--- config.mk ---
export PLATFORM = sky130hd
export DESIGN_NAME = clk_period_meter
export DESIGN_NICKNAME = d
export VERILOG_FILES = /design/src/rtl/clk_meter_pkg.sv /design/src/rtl/clk_period_meter_sync_edge_detect.sv /design/src/rtl/clk_period_meter.sv
export SDC_FILE = /design/constraint.sdc
export NUM_CORES = 1
export LEC_CHECK = 0
export CAP_MARGIN = 20
export CORE_ASPECT_RATIO = 0.6
export CORE_MARGIN = 4
export CORE_UTILIZATION = 40
export CTS_BUF_LIST = sky130_fd_sc_hd__clkbuf_16
export DETAILED_ROUTE_END_ITERATION = 12
export DONT_BUFFER_PORTS = 1
export PLACE_DENSITY = 0.59
export SLEW_MARGIN = 0
export SYNTH_ARGS = -nofsm -noshare
export SYNTH_HDL_FRONTEND = slang
export SYNTH_HIERARCHICAL = 1
export SYNTH_SLANG_ARGS = --single-unit
--- constraint.sdc ---
create_clock -name clk_hw -period 6.3 [get_ports clk_hw]
set_input_delay 1.26 -clock clk_hw [delete_from_list [all_inputs] [get_ports clk_hw]]
set_output_delay 1.26 -clock clk_hw [all_outputs]
set_load 0.02 [all_outputs]
--- src/rtl/clk_meter_pkg.sv ---
// rtl/clk_meter_pkg.sv - shared state type and defaults for the clock period meter
package clk_meter_pkg;

   typedef enum logic [1:0] {
      IDLE,
      ARM,
      MEAS
   } meter_state_t;

   localparam int CNT_W_DEF      = 24;
   localparam int LOCK_COUNT_DEF = 4;

   // Guard bits so measured-minus-expected never wraps.
   localparam int DIFF_GUARD_W   = 1;

endpackage

--- src/rtl/clk_period_meter_sync_edge_detect.sv ---
// rtl/clk_period_meter_sync_edge_detect.sv - clk_in synchronizer with edge pulse
// edge_det flags a change at the synchronizer output; level is the synchronized value before that change.
module sync_edge_detect #(
   parameter int SYNC_STAGES = 2
) (
   input  logic clk_hw,
   input  logic reset,
   input  logic clk_in,
   output logic edge_det,
   output logic level
);

   logic [SYNC_STAGES-1:0] sync;
   logic                   prev;

   always_ff @(posedge clk_hw or posedge reset) begin
      if (reset) begin
         sync <= '0;
         prev <= 1'b0;
      end else begin
         sync <= {sync[SYNC_STAGES-2:0], clk_in};
         prev <= sync[SYNC_STAGES-1];
      end
   end

   assign edge_det = sync[SYNC_STAGES-1] ^ prev;
   assign level    = prev;

endmodule

--- src/rtl/clk_period_meter.sv ---
// rtl/clk_period_meter.sv - measures clk_in half-periods in clk_hw cycles, reports lock and stall
// Optional duty-cycle check enabled by defining CLK_METER_DUTY_CHECK_EN.
module clk_period_meter
   import clk_meter_pkg::*;
#(
   parameter int          CNT_W          = CNT_W_DEF,
   parameter int          SYNC_STAGES    = 2,
   parameter int          LOCK_COUNT     = LOCK_COUNT_DEF,
   parameter int unsigned TIMEOUT_CYCLES = 24'hFFFFFF
) (
   input  logic             clk_hw,
   input  logic             reset,
   input  logic             enable,
   input  logic             clk_in,
   input  logic [CNT_W-1:0] expected_half,
   input  logic [7:0]       tolerance,
   output logic [CNT_W-1:0] half_period,
   output logic             period_valid,
   output logic             locked,
   output logic             timeout,
   output logic             duty_err
);

   localparam int               MC_W     = $clog2(LOCK_COUNT + 1);
   localparam int               DW       = CNT_W + DIFF_GUARD_W;
   localparam logic [CNT_W-1:0] TO_LAST  = CNT_W'(TIMEOUT_CYCLES - 1);
   localparam logic [MC_W-1:0]  LOCK_MAX = MC_W'(LOCK_COUNT);

   function automatic logic [DW-1:0] abs_diff(input logic [CNT_W-1:0] a,
                                              input logic [CNT_W-1:0] b);
      logic [DW-1:0] d;
      d = {{DIFF_GUARD_W{1'b0}}, a} - {{DIFF_GUARD_W{1'b0}}, b};
      return d[DW-1] ? (~d + DW'(1)) : d;
   endfunction

   meter_state_t     state, state_n;
   logic [CNT_W-1:0] count, count_n, count_sat, half_n;
   logic [MC_W-1:0]  mcnt, mcnt_n;
   logic             pv_n, locked_n, timeout_n, meas, to_hit, match;
   logic             edge_det;
   logic [DW-1:0]    tol_ext;

`ifdef CLK_METER_DUTY_CHECK_EN
   logic             level;
`else
   logic             level_unused;
`endif

   sync_edge_detect #(.SYNC_STAGES(SYNC_STAGES)) u_sync (
      .clk_hw   (clk_hw),
      .reset    (reset),
      .clk_in   (clk_in),
      .edge_det (edge_det),
`ifdef CLK_METER_DUTY_CHECK_EN
      .level    (level)
`else
      .level    (level_unused)
`endif
   );

   // count+1 doubles as the new half-period, so both saturate together.
   assign count_sat = (count == '1) ? count : count + CNT_W'(1);
   assign tol_ext   = {{(DW-8){1'b0}}, tolerance};
   assign match     = abs_diff(count_sat, expected_half) <= tol_ext;

   always_comb begin
      state_n   = state;
      count_n   = count;
      half_n    = half_period;
      pv_n      = 1'b0;
      mcnt_n    = mcnt;
      locked_n  = locked;
      timeout_n = timeout;
      meas      = 1'b0;
      to_hit    = 1'b0;
      if (!enable) begin
         state_n   = IDLE;
         count_n   = '0;
         mcnt_n    = '0;
         locked_n  = 1'b0;
         timeout_n = 1'b0;
      end else begin
         case (state)
            IDLE: begin
               count_n = '0;
               state_n = ARM;
            end
            ARM: begin
               if (edge_det) begin
                  count_n   = '0;
                  timeout_n = 1'b0;
                  state_n   = MEAS;
               end else if (count == TO_LAST) begin
                  to_hit = 1'b1;
               end else begin
                  count_n = count_sat;
               end
            end
            MEAS: begin
               if (edge_det) begin
                  meas      = 1'b1;
                  half_n    = count_sat;
                  pv_n      = 1'b1;
                  count_n   = '0;
                  timeout_n = 1'b0;
                  if (match) begin
                     if (mcnt != LOCK_MAX)
                        mcnt_n = mcnt + MC_W'(1);
                     locked_n = (mcnt_n == LOCK_MAX);
                  end else begin
                     mcnt_n   = '0;
                     locked_n = 1'b0;
                  end
               end else if (count == TO_LAST) begin
                  to_hit = 1'b1;
               end else begin
                  count_n = count_sat;
               end
            end
            default: state_n = IDLE;
         endcase
         if (to_hit) begin
            count_n   = '0;
            timeout_n = 1'b1;
            locked_n  = 1'b0;
            mcnt_n    = '0;
            state_n   = ARM;
         end
      end
   end

   always_ff @(posedge clk_hw or posedge reset) begin
      if (reset) begin
         state        <= IDLE;
         count        <= '0;
         mcnt         <= '0;
         half_period  <= '0;
         period_valid <= 1'b0;
         locked       <= 1'b0;
         timeout      <= 1'b0;
      end else begin
         state        <= state_n;
         count        <= count_n;
         mcnt         <= mcnt_n;
         half_period  <= half_n;
         period_valid <= pv_n;
         locked       <= locked_n;
         timeout      <= timeout_n;
      end
   end

`ifdef CLK_METER_DUTY_CHECK_EN
   logic [CNT_W-1:0] high_half, low_half, high_n, low_n;
   logic             have_high, have_low, have_high_n, have_low_n, duty_n;

   // level is the synchronized clk_in before the edge, i.e. the half just completed.
   always_comb begin
      high_n      = high_half;
      low_n       = low_half;
      have_high_n = have_high;
      have_low_n  = have_low;
      duty_n      = duty_err;
      if (!enable || state == IDLE || to_hit) begin
         have_high_n = 1'b0;
         have_low_n  = 1'b0;
         duty_n      = 1'b0;
      end else if (meas) begin
         if (level) begin
            high_n      = count_sat;
            have_high_n = 1'b1;
         end else begin
            low_n       = count_sat;
            have_low_n  = 1'b1;
         end
         if (have_high_n && have_low_n)
            duty_n = abs_diff(high_n, low_n) > tol_ext;
      end
   end

   always_ff @(posedge clk_hw or posedge reset) begin
      if (reset) begin
         high_half <= '0;
         low_half  <= '0;
         have_high <= 1'b0;
         have_low  <= 1'b0;
         duty_err  <= 1'b0;
      end else begin
         high_half <= high_n;
         low_half  <= low_n;
         have_high <= have_high_n;
         have_low  <= have_low_n;
         duty_err  <= duty_n;
      end
   end
`else
   assign duty_err = 1'b0;
`endif

endmodule

# Word level (Yosys, flattened, before mapping)
# Cells that the tools add are included.
# word_totals
ff_bits,59
in_bits,36
output_inout_bits,28
elab_cells,73
# op_classes
addsub,4
magnitude_cmp,1
eq_ne,13
n_mux,37
bitwise,2
n_reduce_logical,7
# op_table
op,count
$mux W24,5
$eq A24 B24 Y1 const B,2
$pmux W24 S2,1
$mux W3,10
$add A25 B1 Y25 const B,1
$le A25 B8 Y1,1
$mux W25,1
$not A25 Y25,1
$sub A24 B24 Y25,1
$add A24 B1 Y24 const B,1
$mux W1,16
$reduce_and A2 Y1,4
$mux W2,3
$ne A3 B1 Y1 const B,2
$ne A3 B3 Y1 const B,2
$pmux W2 S3,1
$ne A5 B4 Y1 const B,1
$ne A4 B2 Y1 const B,1
$ne A4 B4 Y1 const B,1
$add A3 B1 Y3 const B,1
$eq A3 B3 Y1 const B,1
$ne A3 B2 Y1 const B,1
$reduce_and A3 Y1,1
$eq A2 B1 Y1 const B,1
4 further kinds,4

# Longest topological paths before layout
# Gate-level depths: netlist of run 1.
# logic_depth
ltp_word,17
ltp_mapped,34
ltp_nobuf,30

# Modules after synthesis
# The synthesis of run 1 kept the hierarchy.
# by_module_without_submodules
mod,instances,cells_each,area_each_um2,seq_area_each_um2
clk_period_meter,1,689,5235.0,1401.3
sync_edge_detect,1,5,87.6,75.1

# Worst setup path after synthesis of run 1
# No wires, ideal clock.
# synth_timing
path_kind,register to register
start,register count[16]
end,register locked
setup_time_ns,0.096
t_arrival_ns,6.113
required_ns,6.204
path_slack_ns,0.092
path_stages_with_launch,34
path_buffers,4
period_less_slack_ns,6.208
path_cell_list,dfrtp_1 -> nand2_1 -> or3_1 -> or3_1 -> clkbuf_1 -> nand2b_1 -> clkbuf_1 -> and4_1 -> nand2_1 -> inv_1 -> nand2_1 -> xor2_1 -> inv_1 -> ha_1 -> clkbuf_1 -> a21oi_1 -> o21ai_0 -> a211o_1 -> o21ai_0 -> o21a_1 -> clkbuf_1 -> o21ai_0 -> ha_1 -> nor2b_1 -> o21a_1 -> o21a_1 -> o21ai_0 -> nand2b_1 -> a21oi_1 -> o21ai_0 -> o21ai_0 -> and4_1 -> nand4b_1 -> o31ai_1
# synth_via
elab_chain_len,12
elab_cells_between_ends,21
cone_classes,add/sub (3); order compare (1); eq/ne (4); mux (11); bitwise (1); reduce/logical (1)
# synth_rtl
item,line,rtl
from (decl),clk_period_meter.sv:37,"logic [CNT_W-1:0] count, count_n, count_sat, half_n;"
from (signal assigned),clk_period_meter.sv:143,count <= count_n;
$eq A24 B24 Y1 (*),clk_period_meter.sv:62,assign count_sat = (count == '1) ? count : count + CNT_W'(1);
$mux W24 (*),clk_period_meter.sv:62,
via count_sat[9],clk_period_meter.sv:37,
$sub A24 B24 Y25 (*),clk_period_meter.sv:32,"d = {{DIFF_GUARD_W{1'b0}}, a} - {{DIFF_GUARD_W{1'b0}}, b};"
$not A25 Y25,clk_period_meter.sv:33,return d[DW-1] ? (~d + DW'(1)) : d;
$add A25 B1 Y25,clk_period_meter.sv:33,
$mux W25 (*),clk_period_meter.sv:33,
$le A25 B8 Y1 (*),clk_period_meter.sv:64,"assign match = abs_diff(count_sat, expected_half) <= tol_ext;"
$mux W1 (*),clk_period_meter.sv:106,if (match) begin
$mux W1 (*),clk_period_meter.sv:100,if (edge_det) begin
$mux W1 (*),clk_period_meter.sv:83,case (state)
$mux W1 (*),clk_period_meter.sv:122,if (to_hit) begin
$mux W1 (*),clk_period_meter.sv:76,if (!enable) begin
to (signal assigned),clk_period_meter.sv:147,locked <= locked_n;
to (decl),clk_period_meter.sv:19,"output logic locked,"
# The timed path passes the listed nets; every way through them passes the cells marked *. The select of a mux whose other input is x is not followed.
# A chain may end at the register's enable or synchronous reset.

# Worst setup path after layout of run 1
# Ends and elaborated chain as after synthesis.

==> results of run 1 <==
-- area by class of cell --
cell class	instances	share of cell area, %
Multi-Input combinational cell	536	59.7
Clock buffer	9	3.73
Timing Repair Buffer	25	3.11
Tap cell	170	3.52
Inverter	71	4.42
Clock inverter	7	0.974
Sequential cell	59	24.5
-- stage by stage --
step | util [%] | setup slack, ps | TNS (ps) | hold slack, ps | instances
final | 46.7 | 351 | 0 | 352 | 877
after global placement | 43.3 | 48.4 | 0 | 344 | 859
after detailed placement | 43.3 | -98.0 | -330 | 343 | 859
after global routing | 46.7 | -48.9 | -134 | 374 | 877
after CTS | 45.5 | 51.1 | 0 | 356 | 875
after floorplan | - | 91.6 | 0 | 331 | 694
-- sequential cells by signal, indices dropped and copies added, names as in the netlist --
| name | flops |
|---|---|
| count | 24 |
| half_period | 24 |
| locked | 1 |
| mcnt | 3 |
| period_valid | 1 |
| state | 2 |
| timeout | 1 |
| u_sync/level | 1 |
| u_sync/sync | 2 |
-- placed cells by master (no fill, tap or decap), types with 3 or more instances in the layout --
cell | Yosys | final
o211ai_1 | 7 | 7
nand3_1 | 22 | 21
a31oi_1 | 5 | 5
nor3_1 | 7 | 7
and4_1 | 6 | 6
xor2_1 | 15 | 11
nand4_1 | 15 | 15
o21bai_1 | 3 | 3
ha_1 | 40 | 38
xnor2_2 | 0 | 4
nand2_1 | 107 | 106
a21o_1 | 14 | 14
o21a_1 | 7 | 7
nor2_1 | 41 | 41
xnor2_1 | 34 | 30
a21oi_2 | 0 | 5
a211oi_1 | 4 | 4
buf_4 | 1 | 25
clkbuf_16 | 0 | 9
nand2b_1 | 5 | 5
and3_1 | 9 | 9
a21oi_1 | 31 | 26
xor2_2 | 0 | 4
inv_1 | 71 | 70
mux2i_1 | 4 | 4
clkinv_1 | 0 | 3
o21ai_1 | 1 | 3
and2_1 | 6 | 6
dfrtp_1 | 59 | 57
nor2b_1 | 4 | 4
o21ai_0 | 70 | 67
or3_1 | 9 | 9
o31ai_1 | 12 | 11
mux2_2 | 3 | 3
a211o_1 | 5 | 5
-- cells by family after synthesis --
group / after synthesis
AND/OR/NAND/NOR: 252
AO/OA/AOI/OAI: 186
buffers and inverters: 99
flip-flops: 59
XOR/XNOR: 49
adder cells (fa/ha/maj): 41
multiplexers: 7
other: 1
-- per-layer routing --
layer | vias to the layer above | wire (um) | global-route usage, %
li1 | 2445 | - | -
met1 | 2361 | 8130 | 33.0
met2 | 224 | 6140 | 26.6
met3 | 16 | 1450 | 5.87
met4 | 0 | 104 | 2.67
met5 | - | 0 | 0
-- power by group --
part / switching (mW) / internal (mW)
Sequential: 0.0133 / 0.388
Combinational: 0.145 / 0.0867
Clock: 0.174 / 0.300
-- worst max path at each step --
stage          slack (ps)  endpoint  cells past startpoint
2_1_floorplan          90    locked                     33
3_3_place_gp           50    locked                     28
3_5_place_dp         -100   mcnt[2]                     28
4_1_cts                50   mcnt[2]                     28
5_1_grt               -50   mcnt[2]                     30
6_report              350    locked                     30
-- timing repair --
action | in CTS | in global routing
gates cloned | 0 | 0
pin swaps | 0 | 7
resized for setup | 2 | 28
setup endpoints to repair | 4 | 4
buffers inserted | 0 | 2
-- worst max-delay path, delay by kind of cell (launching register included) --
family / cells / cell delay, ps
buffers and inverters: 2 / 130
adder cells (fa/ha/maj): 2 / 560
XOR/XNOR: 1 / 200
flip-flops: 1 / 410
AND/OR/NAND/NOR: 12 / 2310
AO/OA/AOI/OAI: 13 / 2250
==> results.md, run 1 <==
- Max Root-Sink Buffers: 2
- Final Slew Violations: 0
- Clock-pin slew on the worst setup and hold paths: 60 ps
- Clk root buf: clkbuf_16
- EDFF count, synth: 0
- Fmax achieved: 168 MHz
- Post-synth top cells: nand2_1, inv_1, o21ai_0
- TritonCTS sink count: 59
- Total GRT Usage: 20.3%
- Area occupied by multi-input gates: 0.00360 sq mm
- Die area: 0.0153 sq mm
- Final total power: 1.11 mW
- Dpl hpwl: 12,500 um
- Routed WL per cell: 18.0 um
- Placed Area: 0.00560 sq mm
- Final GP Congestion: 0.965
- Hold endpoint: u_sync/sync[1]
- Synth Net Count: 771
- Final period utilization: 94.4%
- Fillers: 1,271
- Clk Latency, worst-skew pair: 330 ps
- Setup violators final: 0
- Synthesis-stage register bit count: 59
- Synth area leader: dfrtp_1
- Area contributors post-synth: dfrtp_1, ha_1, nand2_1, o21ai_0, xnor2_1
- Share of cells above drive strength 1: 11.0%
- Hold buffers post-CTS: 0
- Critical path type: reg -> reg
- Synth-to-Final Area Change: 13.4%
- GR Overflow Total: 0
- Post-synthesis simple-gate area fraction: 23.2%
- Synth Instances: 694
- Critical Path End Type: flip-flop
- Routed Antenna Nets: 0
- Slew @ Worst Pin: 749 ps
- Yosys top cell area share: 27.7%
- Critical Path Most Common Cell: o21ai_0
- Unique masters post-synth: 68
- Arr. time, crit path: 6190 ps
- P per Cell Area: 184 mW/mm^2
- Ys flop type: dfrtp_1
- Inserted Clock Buffers: 9
- Min-Delay Path Depth: 0
- Worst hold start: u_sync/sync[0]
- Largest net degree at the start of global routing: 57
- R2r startpoint: count[16]
- FF-to-FF path depth: 30
- Die width: 157 um
- Register area share after synthesis: 27.7%
- Mapped Area: 0.00532 sq mm
- # port buffers: 0
- Worst vdd rail ir drop: 0.000126 V
- DR iter-0 viols: 535
- Vias in the first global route: 4,578
- Synth Area in Compound Gates: 22.6%
- Hold Path Class: reg -> reg
- Crit. Startpoint: count[16]
- Status: complete, no violations
- Initial antenna violation count: 0
- Final clock skew: 8.20 ps
- Synth warnings: 6
- Fin area: 0.00603 sq mm
- Site Rows: 32
- Post-Synth XOR/XNOR Area: 8.06%
- Critical Path RT: 6540 ps
- Layout Nets: 779
- Diode count: 0
- Synth async-reset ratio: 100%
- Leak: 2.86 nW
- Max-cap viol count: 0
- Reg2Reg Setup Slack: 350 ps
- Via count: 5,046
- DIE HEIGHT: 97.4 um
- Most frequent cell after synthesis: nand2_1
- Initial Util: 41.2%
- DRC: 0
- I/O pins: 64
- Global-route wire length before repair: 24,900 um
- Synth Area per Inst: 7.67 sq um
- TritonCTS clock tree: done
- Hold Fails Final Rpt: 0
- Core region area: 0.0129 sq mm
- Reg-to-reg endpoint: locked
- CP Launch Type: flip-flop
- Htree depth: 3
- Multiplexer share of the synthesized area: 1.39%
- Crit-path max FO: 5
- Register area: 0.00148 sq mm
- Largest family of logic cells by synthesized area: simple AND/OR/NAND/NOR gates
- Rel. slew slack: 50.0%
- First drt pass iteration count: 7
- Post-synthesis adder-cell area fraction: 9.78%
- DR vias/cell: 5.75
- Slowest CP cell: dfrtp_1
- Post-Route WL: 15,800 um
- Max incr delay on CP: 410 ps
- Min Tclk post-route: 5950 ps
(Power assumes the default switching activity.)
==> run 2: changes to the inputs <==
--- a/config.mk
+++ b/config.mk
@@ -7,7 +7,7 @@
 export LEC_CHECK = 0
 export CAP_MARGIN = 20
 export CORE_ASPECT_RATIO = 0.6
-export CORE_MARGIN = 4
+export CORE_MARGIN = 3
 export CORE_UTILIZATION = 40
 export CTS_BUF_LIST = sky130_fd_sc_hd__clkbuf_16
 export DETAILED_ROUTE_END_ITERATION = 12
==> run 2 against run 1 <==
  * Flip-flop and latch count is the same
  * Sequential power is essentially flat
  * Design area grew 1.1%
  * Final cell count grew 0.68%
  * Global-route usage grew 1.6 points
  * Sequential share of layout area shrank 0.29 points
  * Routed wire length grew 2.1%
  * Critical endpoint is now mcnt[2]
  * Largest cell class unchanged
==> results.md, run 2 (synthesized netlist as in run 1, its figures left out) <==
- Reg-to-reg endpoint: mcnt[2]
- I/O pins: 64 (unchanged)
- Die width: 155 um (-1.3%)
- Rel. slew slack: 49.2% (-0.88 points)
- Largest net degree at the start of global routing: 57 (unchanged)
- Dpl hpwl: 12,900 um (+2.8%)
- Critical Path RT: 6530 ps (about the same)
- FF-to-FF path depth: 32 (+6.7%)
- Critical path type: reg -> reg
- Setup Slack @ Placement: -69.5 ps (+28.6 ps)
- Layout Cells excl Fill: 883 (+0.68%)
- Regs by FF count: count (24), half_period (24), mcnt (3)
- Switching pwr: 326 uW (-2.2%)
- Internal: 773 uW (-0.32%)
- Crit path to: mcnt[2]
- Routed Antenna Nets: 0 (unchanged)
- Vias in the first global route: 4,707 (+2.8%)
- Arr. time, crit path: 6130 ps (-60 ps)
- Crit. Startpoint: count[16]
- Final GP Congestion: 0.900 (-6.7%)
- Min Tclk post-route: 5900 ps (-48.9 ps)
- P per Cell Area: 180 mW/mm^2 (-2.0%)
- Via count: 5,138 (+1.8%)
- Core region area: 0.0125 sq mm (-3.1%)
- Final period utilization: 93.6% (-0.78 points)
- Initial antenna violation count: 0 (unchanged)
- Combinational Power Share: 21.3% (+0.4 points)
- DRC: 0 (unchanged)
- Inserted Clock Buffers: 9 (unchanged)
- Die area: 0.0148 sq mm (-3.3%)
- Area occupied by multi-input gates: 0.00360 sq mm (-0.17%)
- Site Rows: 31 (-3.1%)
- Register area: 0.00148 sq mm (about the same)
- Diode count: 0 (unchanged)
- Seq pwr share: 36.7% (+0.4 points)
- Final core utilization: 48.7% (+2.0 points)
- R2r startpoint: count[16]
- Routed WL per cell: 18.3 um (+1.4%)
- Synth-to-Final Area Change: 14.6%
- Clk root buf: clkbuf_16
- Unrepaired setup endpoints after global routing: no
- Crit-path max FO: 7 (+2)
- Max-cap viol count: 0 (unchanged)
- Hold Path Class: reg -> reg
- Most frequent cells in the layout: nand2_1, inv_1, o21ai_0
- Critical Path End Type: flip-flop
- TritonCTS sink count: 59 (unchanged)
- Fmax achieved: 169 MHz (+0.83%)
- Setup violators final: 0 (unchanged)
- DIE HEIGHT: 95.4 um (-2.1%)
- First drt pass iteration count: 5 (-2)
- Dpl cells: 860 (+0.12%)
- # port buffers: 0 (unchanged)
- Clk Latency, worst-skew pair: 330 ps (about the same)
- Leading cell type in the layout, fill and taps excluded: nand2_1
- Reg2Reg Setup Slack: 400 ps (+50 ps)
- Final clock skew: 4.88 ps (-3.32 ps)
- Fillers: 1,212 (-4.6%)
- Post-Route WL: 16,200 um (+2.1%)
- Initial Util: 42.5% (+1.3 points)
- Total GRT Usage: 21.9% (+1.6 points)
- Hold buffers post-CTS: 0 (unchanged)
- TritonCTS clock tree: done
- Leak: 2.93 nW (+2.5%)
- Final total power: 1.10 mW (-0.88%)
- Final Slew Violations: 0 (unchanged)
- Layout Nets: 791 (+1.5%)
- DR iter-0 viols: 483 (-9.7%)
- Max incr delay on CP: 420 ps (about the same)
- Status: complete, no violations
- Worst Slack Setup Final: 400 ps (+48.9 ps)
- Clock-pin slew on the worst setup and hold paths: 50 ps (about the same)
- Worst vdd rail ir drop: 0.000128 V (+1.2%)
- CP Launch Type: flip-flop
- Hold Fails Final Rpt: 0 (unchanged)
- Sw frac: 29.6% (-0.40 points)
- Global-route wire length before repair: 25,500 um (+2.3%)
- Max Root-Sink Buffers: 2 (unchanged)
- Slew @ Worst Pin: 763 ps (+13.2 ps)
- Clock share of power: 42.0% (-0.8 points)
- Htree depth: 3 (unchanged)
- Critical Path Most Common Cell: o21ai_0
- Share of cells above drive strength 1: 11.7% (+0.67 points)
- GR Overflow Total: 0 (unchanged)
- Slowest CP cell: dfrtp_1
- DR vias/cell: 5.82 (+1.1%)
[run 2: changes by cell type in the layout (fill, tap and decap cells not counted), sizes merged]
cell / before / now
clkinvlp: 1 / 0
inv: 71 / 73
clkinv: 5 / 3
buf: 25 / 37
[run 2: worst max-delay path: cells and delay by family, from the launching register on]
kind,cells,cell delay [ps]
adder cells (fa/ha/maj),2,550
XOR/XNOR,1,190
flip-flops,1,420
AO/OA/AOI/OAI,13,2050
AND/OR/NAND/NOR,12,2110
buffers and inverters,4,470
[run 2: timing repair]
item / 4_1_cts / 5_1_grt
endpoints found under the setup margin: 4 / 4
pin swaps: 0 / 11
setup buffers: 0 / 8
gates cloned: 0 / 0
gates resized for setup: 1 / 29
[run 2: final cells by class]
type,count,share of cell area (%)
Inverter,71,4.37
Sequential cell,59,24.2
Clock inverter,6,0.820
Clock buffer,9,3.69
Multi-Input combinational cell,536,59.0
Timing Repair Buffer,37,4.55
Tap cell,165,3.38
[run 2: power groups by stage]
stage | Clock (mW) | Combinational, mW | Sequential, mW
after floorplan | 0 | 0.170 | 0.406
after global placement | 0 | 0.223 | 0.408
after detailed placement | 0 | 0.226 | 0.409
after CTS | 0.471 | 0.228 | 0.402
after global routing | 0.488 | 0.261 | 0.404
final | 0.462 | 0.234 | 0.403
[run 2: metal layers]
| metal | track usage, % | part of all wire (%) | vias up |
|---|---|---|---|
| li1 | - | - | 2468 |
| met1 | 34.0 | 52 | 2417 |
| met2 | 28.4 | 38 | 245 |
| met3 | 8.34 | 10 | 8 |
| met4 | 3.31 | 0.36 | 0 |
| met5 | 0 | 0 | - |
[run 2: per-stage QoR]
step	setup TNS [ps]	instance area, sq um	hold slack, ps
2_1_floorplan	0	5320	331
3_3_place_gp	0	5630	340
3_5_place_dp	-222	5630	343
4_1_cts	0	5910	355
5_1_grt	0	6100	372
6_report	0	6100	354
[run 2: how the worst min path moves through the flow]
stage                               from  depth (start not counted)             end  slack, ps
after floorplan           u_sync/sync[0]                          0  u_sync/sync[1]        330
after global placement    u_sync/sync[0]                          0  u_sync/sync[1]        340
after detailed placement  u_sync/sync[0]                          0  u_sync/sync[1]        340
after CTS                 u_sync/sync[0]                          0  u_sync/sync[1]        360
after global routing      u_sync/sync[0]                          0  u_sync/sync[1]        370
final                     u_sync/sync[0]                          0  u_sync/sync[1]        350
